`src/rtl/frame_plot_scheduler_if.sv`:
```
// Bus bundle between the frame scheduler, the pixel/overlay renderers and the VGA adapter.
interface frame_plot_scheduler_if;
  logic       run;
  logic       frame_clk;
  logic       rend_en;
  logic [7:0] rend_x;
  logic [7:0] rend_y;
  logic [2:0] rend_color;
  logic       rend_plot;
  logic       ovl_start;
  logic [7:0] ovl_x;
  logic [7:0] ovl_y;
  logic [2:0] ovl_color;
  logic       ovl_plot;
  logic       ovl_done;
  logic [7:0] vga_x;
  logic [7:0] vga_y;
  logic [2:0] vga_color;
  logic       vga_plot;
  logic       busy;
  logic       overrun;
  logic [15:0] frame_count;

  // Scheduler side
  modport master (
    input  run, rend_x, rend_y, rend_color, rend_plot,
    input  ovl_x, ovl_y, ovl_color, ovl_plot, ovl_done,
    output frame_clk, rend_en, ovl_start,
    output vga_x, vga_y, vga_color, vga_plot,
    output busy, overrun, frame_count
  );

  // Renderers / game logic / VGA adapter side
  modport slave (
    output run, rend_x, rend_y, rend_color, rend_plot,
    output ovl_x, ovl_y, ovl_color, ovl_plot, ovl_done,
    input  frame_clk, rend_en, ovl_start,
    input  vga_x, vga_y, vga_color, vga_plot,
    input  busy, overrun, frame_count
  );
endinterface

```
`src/rtl/frame_plot_scheduler.sv`:
```
// Per-frame sequencer: frame timer -> snapshot -> renderer sweep -> overlay pass,
// and arbiter of the single VGA plot port between the two renderers.
module frame_plot_scheduler #(
  parameter int unsigned X_MAX       = 159,
  parameter int unsigned Y_MAX       = 119,
  parameter int unsigned FRAME_DIV   = 833333,
  parameter int unsigned OVL_TIMEOUT = 4096
) (
  input logic clk,
  input logic reset,
  frame_plot_scheduler_if.master bus
);

  localparam int unsigned PIX_W     = 15;
  localparam int unsigned PIX_TOTAL = (X_MAX + 1) * (Y_MAX + 1);
  localparam int unsigned TIMER_W   = $clog2(FRAME_DIV);
  localparam int unsigned OVL_W     = $clog2(OVL_TIMEOUT);

  typedef enum logic [2:0] {
    IDLE      = 3'd0,
    SNAP      = 3'd1,
    SWEEP     = 3'd2,
    OVL_START = 3'd3,
    OVERLAY   = 3'd4,
    DONE      = 3'd5
  } state_t;

  state_t             state;
  logic [TIMER_W-1:0] frameTimer;
  logic [PIX_W-1:0]   pixCnt;
  logic [OVL_W-1:0]   ovlTimer;
  logic               pending;
  logic               tick;
  logic               startFrame;
  logic               tickOverrun;

  logic               frameClk;
  logic               rendEn;
  logic               ovlStart;
  logic               busyR;
  logic               overrunR;
  logic [15:0]        frameCount;
  logic [7:0]         vgaX;
  logic [7:0]         vgaY;
  logic [2:0]         vgaColor;
  logic               vgaPlot;

  logic [7:0]         grantX;
  logic [7:0]         grantY;
  logic [2:0]         grantColor;
  logic               grantPlot;

  assign tick        = (frameTimer == TIMER_W'(FRAME_DIV - 1));
  assign startFrame  = (state == IDLE) && pending && bus.run;
  // A second tick is only an overrun when it is not consumed by a frame start this cycle.
  assign tickOverrun = tick && pending && !startFrame;

  // Free-running frame timer, independent of run.
  always_ff @(posedge clk or posedge reset) begin
    if (reset) begin
      frameTimer <= '0;
    end else if (tick) begin
      frameTimer <= '0;
    end else begin
      frameTimer <= frameTimer + TIMER_W'(1);
    end
  end

  // Single-slot pending tick; a tick coinciding with the frame start keeps it set.
  always_ff @(posedge clk or posedge reset) begin
    if (reset) begin
      pending <= 1'b0;
    end else if (tick) begin
      pending <= 1'b1;
    end else if (startFrame) begin
      pending <= 1'b0;
    end
  end

  // Frame sequencing FSM with registered control outputs.
  always_ff @(posedge clk or posedge reset) begin
    if (reset) begin
      state      <= IDLE;
      pixCnt     <= '0;
      ovlTimer   <= '0;
      frameClk   <= 1'b0;
      rendEn     <= 1'b0;
      ovlStart   <= 1'b0;
      busyR      <= 1'b0;
      overrunR   <= 1'b0;
      frameCount <= '0;
    end else begin
      frameClk <= 1'b0;
      ovlStart <= 1'b0;
      if (tickOverrun) begin
        overrunR <= 1'b1;
      end
      case (state)
        IDLE: begin
          if (startFrame) begin
            state    <= SNAP;
            frameClk <= 1'b1;
            busyR    <= 1'b1;
          end
        end
        SNAP: begin
          pixCnt <= '0;
          rendEn <= 1'b1;
          state  <= SWEEP;
        end
        SWEEP: begin
          if (bus.rend_plot) begin
            pixCnt <= pixCnt + PIX_W'(1);
            if (pixCnt == PIX_W'(PIX_TOTAL - 1)) begin
              rendEn   <= 1'b0;
              ovlStart <= 1'b1;
              state    <= OVL_START;
            end
          end
        end
        OVL_START: begin
          ovlTimer <= '0;
          state    <= OVERLAY;
        end
        OVERLAY: begin
          if (bus.ovl_done) begin
            state <= DONE;
          end else if (ovlTimer == OVL_W'(OVL_TIMEOUT - 1)) begin
            overrunR <= 1'b1;
            state    <= DONE;
          end else begin
            ovlTimer <= ovlTimer + OVL_W'(1);
          end
        end
        DONE: begin
          frameCount <= frameCount + 16'd1;
          busyR      <= 1'b0;
          state      <= IDLE;
        end
        default: begin
          rendEn <= 1'b0;
          busyR  <= 1'b0;
          state  <= IDLE;
        end
      endcase
    end
  end

  // Plot-port grant: renderer during SWEEP, overlay during OVERLAY, nobody otherwise.
  always_comb begin
    grantX     = '0;
    grantY     = '0;
    grantColor = '0;
    grantPlot  = 1'b0;
    case (state)
      SWEEP: begin
        grantX     = bus.rend_x;
        grantY     = bus.rend_y;
        grantColor = bus.rend_color;
        grantPlot  = bus.rend_plot;
      end
      OVERLAY: begin
        grantX     = bus.ovl_x;
        grantY     = bus.ovl_y;
        grantColor = bus.ovl_color;
        grantPlot  = bus.ovl_plot;
      end
      default: begin
        grantPlot = 1'b0;
      end
    endcase
  end

  // Registered plot path; off-screen pixels update coordinates but never strobe.
  always_ff @(posedge clk or posedge reset) begin
    if (reset) begin
      vgaX     <= '0;
      vgaY     <= '0;
      vgaColor <= '0;
      vgaPlot  <= 1'b0;
    end else begin
      vgaPlot <= grantPlot && (grantX <= 8'(X_MAX)) && (grantY <= 8'(Y_MAX));
      if (grantPlot) begin
        vgaX     <= grantX;
        vgaY     <= grantY;
        vgaColor <= grantColor;
      end
    end
  end

  assign bus.frame_clk   = frameClk;
  assign bus.rend_en     = rendEn;
  assign bus.ovl_start   = ovlStart;
  assign bus.busy        = busyR;
  assign bus.overrun     = overrunR;
  assign bus.frame_count = frameCount;
  assign bus.vga_x       = vgaX;
  assign bus.vga_y       = vgaY;
  assign bus.vga_color   = vgaColor;
  assign bus.vga_plot    = vgaPlot;

endmodule

```
`src/flat_wrapper.sv`:
```
// flat-port wrapper written by rule: the top's interface ports become plain ports
module frame_plot_scheduler_flat 
#(
  parameter int unsigned X_MAX       = 159,
  parameter int unsigned Y_MAX       = 119,
  parameter int unsigned FRAME_DIV   = 833333,
  parameter int unsigned OVL_TIMEOUT = 4096
)
  (clk, reset, bus_run, bus_rend_x, bus_rend_y, bus_rend_color, bus_rend_plot, bus_ovl_x, bus_ovl_y, bus_ovl_color, bus_ovl_plot, bus_ovl_done, bus_frame_clk, bus_rend_en, bus_ovl_start, bus_vga_x, bus_vga_y, bus_vga_color, bus_vga_plot, bus_busy, bus_overrun, bus_frame_count);
  frame_plot_scheduler_if bus_i ();
  input logic clk;
  input logic reset;
  input wire logic [$bits(bus_i.run)-1:0] bus_run;
  input wire logic [$bits(bus_i.rend_x)-1:0] bus_rend_x;
  input wire logic [$bits(bus_i.rend_y)-1:0] bus_rend_y;
  input wire logic [$bits(bus_i.rend_color)-1:0] bus_rend_color;
  input wire logic [$bits(bus_i.rend_plot)-1:0] bus_rend_plot;
  input wire logic [$bits(bus_i.ovl_x)-1:0] bus_ovl_x;
  input wire logic [$bits(bus_i.ovl_y)-1:0] bus_ovl_y;
  input wire logic [$bits(bus_i.ovl_color)-1:0] bus_ovl_color;
  input wire logic [$bits(bus_i.ovl_plot)-1:0] bus_ovl_plot;
  input wire logic [$bits(bus_i.ovl_done)-1:0] bus_ovl_done;
  output wire logic [$bits(bus_i.frame_clk)-1:0] bus_frame_clk;
  output wire logic [$bits(bus_i.rend_en)-1:0] bus_rend_en;
  output wire logic [$bits(bus_i.ovl_start)-1:0] bus_ovl_start;
  output wire logic [$bits(bus_i.vga_x)-1:0] bus_vga_x;
  output wire logic [$bits(bus_i.vga_y)-1:0] bus_vga_y;
  output wire logic [$bits(bus_i.vga_color)-1:0] bus_vga_color;
  output wire logic [$bits(bus_i.vga_plot)-1:0] bus_vga_plot;
  output wire logic [$bits(bus_i.busy)-1:0] bus_busy;
  output wire logic [$bits(bus_i.overrun)-1:0] bus_overrun;
  output wire logic [$bits(bus_i.frame_count)-1:0] bus_frame_count;
  assign bus_i.run = bus_run;
  assign bus_i.rend_x = bus_rend_x;
  assign bus_i.rend_y = bus_rend_y;
  assign bus_i.rend_color = bus_rend_color;
  assign bus_i.rend_plot = bus_rend_plot;
  assign bus_i.ovl_x = bus_ovl_x;
  assign bus_i.ovl_y = bus_ovl_y;
  assign bus_i.ovl_color = bus_ovl_color;
  assign bus_i.ovl_plot = bus_ovl_plot;
  assign bus_i.ovl_done = bus_ovl_done;
  assign bus_frame_clk = bus_i.frame_clk;
  assign bus_rend_en = bus_i.rend_en;
  assign bus_ovl_start = bus_i.ovl_start;
  assign bus_vga_x = bus_i.vga_x;
  assign bus_vga_y = bus_i.vga_y;
  assign bus_vga_color = bus_i.vga_color;
  assign bus_vga_plot = bus_i.vga_plot;
  assign bus_busy = bus_i.busy;
  assign bus_overrun = bus_i.overrun;
  assign bus_frame_count = bus_i.frame_count;
  frame_plot_scheduler #(.X_MAX(X_MAX), .Y_MAX(Y_MAX), .FRAME_DIV(FRAME_DIV), .OVL_TIMEOUT(OVL_TIMEOUT)) u_core (.clk(clk), .reset(reset), .bus(bus_i));
endmodule
```
`config.mk`:
```
export PLATFORM = sky130hd
export DESIGN_NAME = frame_plot_scheduler_flat
export DESIGN_NICKNAME = d
export VERILOG_FILES = /design/src/rtl/frame_plot_scheduler_if.sv /design/src/rtl/frame_plot_scheduler.sv /design/src/flat_wrapper.sv
export SDC_FILE = /design/constraint.sdc
export NUM_CORES = 1
export LEC_CHECK = 0
export CAP_MARGIN = 20
export CORE_AREA = 2 2 138 140
export DETAILED_ROUTE_END_ITERATION = 6
export DIE_AREA = 0 0 140 142
export PLACE_DENSITY_LB_ADDON = 0.1
export REMOVE_ABC_BUFFERS = 1
export SKIP_CTS_REPAIR_TIMING = 1
export SLEW_MARGIN = 20
export SYNTH_ARGS = -nofsm -noshare
export SYNTH_HDL_FRONTEND = slang
export SYNTH_SLANG_ARGS = --single-unit
```
`constraint.sdc`:
```
create_clock -name clk -period 4 [get_ports clk]
set_clock_uncertainty 0.2 [all_clocks]
set_input_delay 0.8 -clock clk [delete_from_list [all_inputs] [get_ports clk]]
set_output_delay 0.8 -clock clk [all_outputs]
set_load 0.02 [all_outputs]
```
==> results.yml <==
floorplan:
  coreArea_um2: 18500
  die_area_um2: 19900
  io_pins: 85
  die_h_um: 142
  die_w_um: 140
  row_count: 50
  initial_utilization_pct: 24.6
setup_path:
  crit_fanout: 27
  path_cells: "clkdlybuf4s50_1, nand3b_1, a21oi_2, buf_12, mux2_2"
  endpoint_kind: "flop"
  cpPeakStageDelay_ps: 570
  arrival_ps: 2560
  cp-start-kind: "input port"
  crit_type: "in2reg"
  cp_data_required_time_ps: 4040
  crit_slowest_cell: "clkdlybuf4s50_1"
grt:
  grt_usage_pct: 12.6
  grt_first_pass_wirelength_um: 19800
  gr-total-overflow: 0
  grt_max_degree: 49
  antenna_found_initial: 0
  grt_pass1_vias: 3786
layout:
  n_antenna_cell: 0
  layout-drive-gt1-share_pct: 5.49
  post-route-cell-area_um2: 5980
  syn_to_final_growth_pct: 31.5
  finalNonFillerCells: 780
  n_fill_cell: 1880
  final_nets: 591
timing:
  slew_headroom_pct: 37.3
  rsz0062_at_grt: "false"
  finalSetupViolCount: 0
  fin_ws_ps: 1470
  finalHoldViolCount: 0
  report.final.slew_viol_count: 0
  fmaxAchievable_mhz: 396
  fin_crit_sh_pct: 63.2
  setup_tns_ps: 0
  tightestPinTransition_ps: 932
  min_period_ps: 2530
placed_design:
  place_hpwl_um: 8590
  io_buffers: 84
  place_ws_ps: 1110
  globalplace.congestion: 0.730
  placedInstanceArea_um2: 5660
  placed_cells: 765
routing:
  dr.pass1.iters: 6
  wl_per_cell_um: 15.7
  drt_wl_total_um: 12300
  avgViaCountPerCell: 4.91
  drc: 0
  dr.first_iter.drc_count: 188
  dr_total_vias: 3828
  ant_nets: 0
synthesis:
  syn_inst: 463
  synthArstFlopShare_pct: 100
  syn_area_per_cell_um2: 9.82
  synth_seq_cells: 92
  synth_top_cell_by_area: "dfrtp_1"
  netlist_area_um2: 4550
  synthFlopType: "dfrtp_1"
  yosys_warnings: 0
  yosysSeqAreaShare_pct: 50.6
  post-synth-top-count-cell: "dfrtp_1"
  synth_common_cells: "dfrtp_1, nor2_1, a21oi_1"
  yosysTopAreaCellShare_pct: 50.6
  synth_cell_types: 56
  synth_edf_count: 0
  yosys-top-cells-area: "dfrtp_1, a21oi_1, nor2_1, xnor2_1, xor2_1"
clocking:
  clk_pin_slew_ps: 70
  ctsRootBufferMaster: "clkbuf_16"
  cts.htree.levels: 3
  clk_latency_ps: 350
  clock-sinks: 92
  cts_tree: "built"
  cts_buffers: 9
  clockBufferDepth: 2
power:
  p_leak_nw: 2.44
  power_density_nw_per_um2: 530
  finalPower_mw: 3.17
  peakVddDrop_uv: 235
outcome:
  status: "completed"
min_path:
  hp-class: "reg2reg"
run:
  cap_viol_max_count: 0
[cell usage in the layout (no fill, tap or decap), types with 12 or more instances in the layout]
cell type	Yosys	routed
nand2_1	30	30
xor2_1	17	17
o31ai_1	12	12
xnor2_1	18	18
clkdlybuf4s50_1	0	84
dfrtp_1	92	92
a22oi_1	19	19
nand3_1	25	25
nor2_1	44	44
nand4_1	18	18
inv_1	13	12
and3_1	14	14
a21oi_1	36	36
[layout make-up]
class | count | area, µm² | share of cell area, %
Tap cell | 234 | 293 | 4.90
Clock buffer | 11 | 243 | 4.06
Timing Repair Buffer | 90 | 911 | 15.2
Inverter | 13 | 51.3 | 0.858
Multi-Input combinational cell | 336 | 2110 | 35.2
Clock inverter | 4 | 73.8 | 1.23
Sequential cell | 92 | 2300 | 38.5
[registers in the layout, summed over array words and instances (netlist names), 3 cells and up]
signal / count
u_core.state: 3
u_core.bus.frame_count: 16
u_core.ovlTimer: 12
u_core.frameTimer: 20
u_core.bus.vga_color: 3
u_core.pixCnt: 15
u_core.bus.vga_y: 8
u_core.bus.vga_x: 8
[cells by family after synthesis]
group	after synthesis	share of synthesized area, %
fa+ha+maj	5	1.38
mux	3	0.715
flops	92	50.6
buf+inv	35	3.19
compound gates	97	13.7
xor+xnor	35	6.74
simple gates	196	23.6
[critical path, delay by kind of cell]
kind            cells  cell delay [ps]
simple gates        1              110
compound gates      1              490
buf+inv             2              810
mux                 1              340
[metrics by stage]
step	hold slack (ps)	util (%)
4_1_cts	278	32.4
3_3_place_gp	265	30.7
2_1_floorplan	255	-
5_1_grt	309	32.4
6_report	270	32.4
3_5_place_dp	265	30.7
[layer usage]
metal  track usage (%)  wire (µm)  vias up
met3              3.67        643       14
met5                 0          0        -
met4              4.68        222        0
li1                  -          -     1863
met1              16.7       5760     1876
met2              19.8       5650       75
[report_power, final]
part	switching, mW	leakage [nW]	total, mW	internal (mW)
sequential	0.180	1.21	1.28	1.10
combinational	0.522	1.08	0.954	0.432
clock	0.370	0.156	0.932	0.562
[final timing paths]
check | from | to | slack (ps) | cells past startpoint
setup / recovery | bus_rend_plot | u_core.bus.vga_y[7] | 1470 | 5
hold / removal | u_core.bus.frame_count[15] | u_core.bus.frame_count[15] | 270 | 1
setup reg to reg | u_core.state[2] | u_core.bus.vga_plot | 1500 | 4
hold reg to reg | u_core.bus.frame_count[15] | u_core.bus.frame_count[15] | 270 | 1
max in group asynchronous | reset | u_core.pixCnt[14] | 2240 | 3
min in group asynchronous | reset | u_core.frameTimer[6] | 680 | 2
Note: power is estimated with default switching activity, not from simulation.
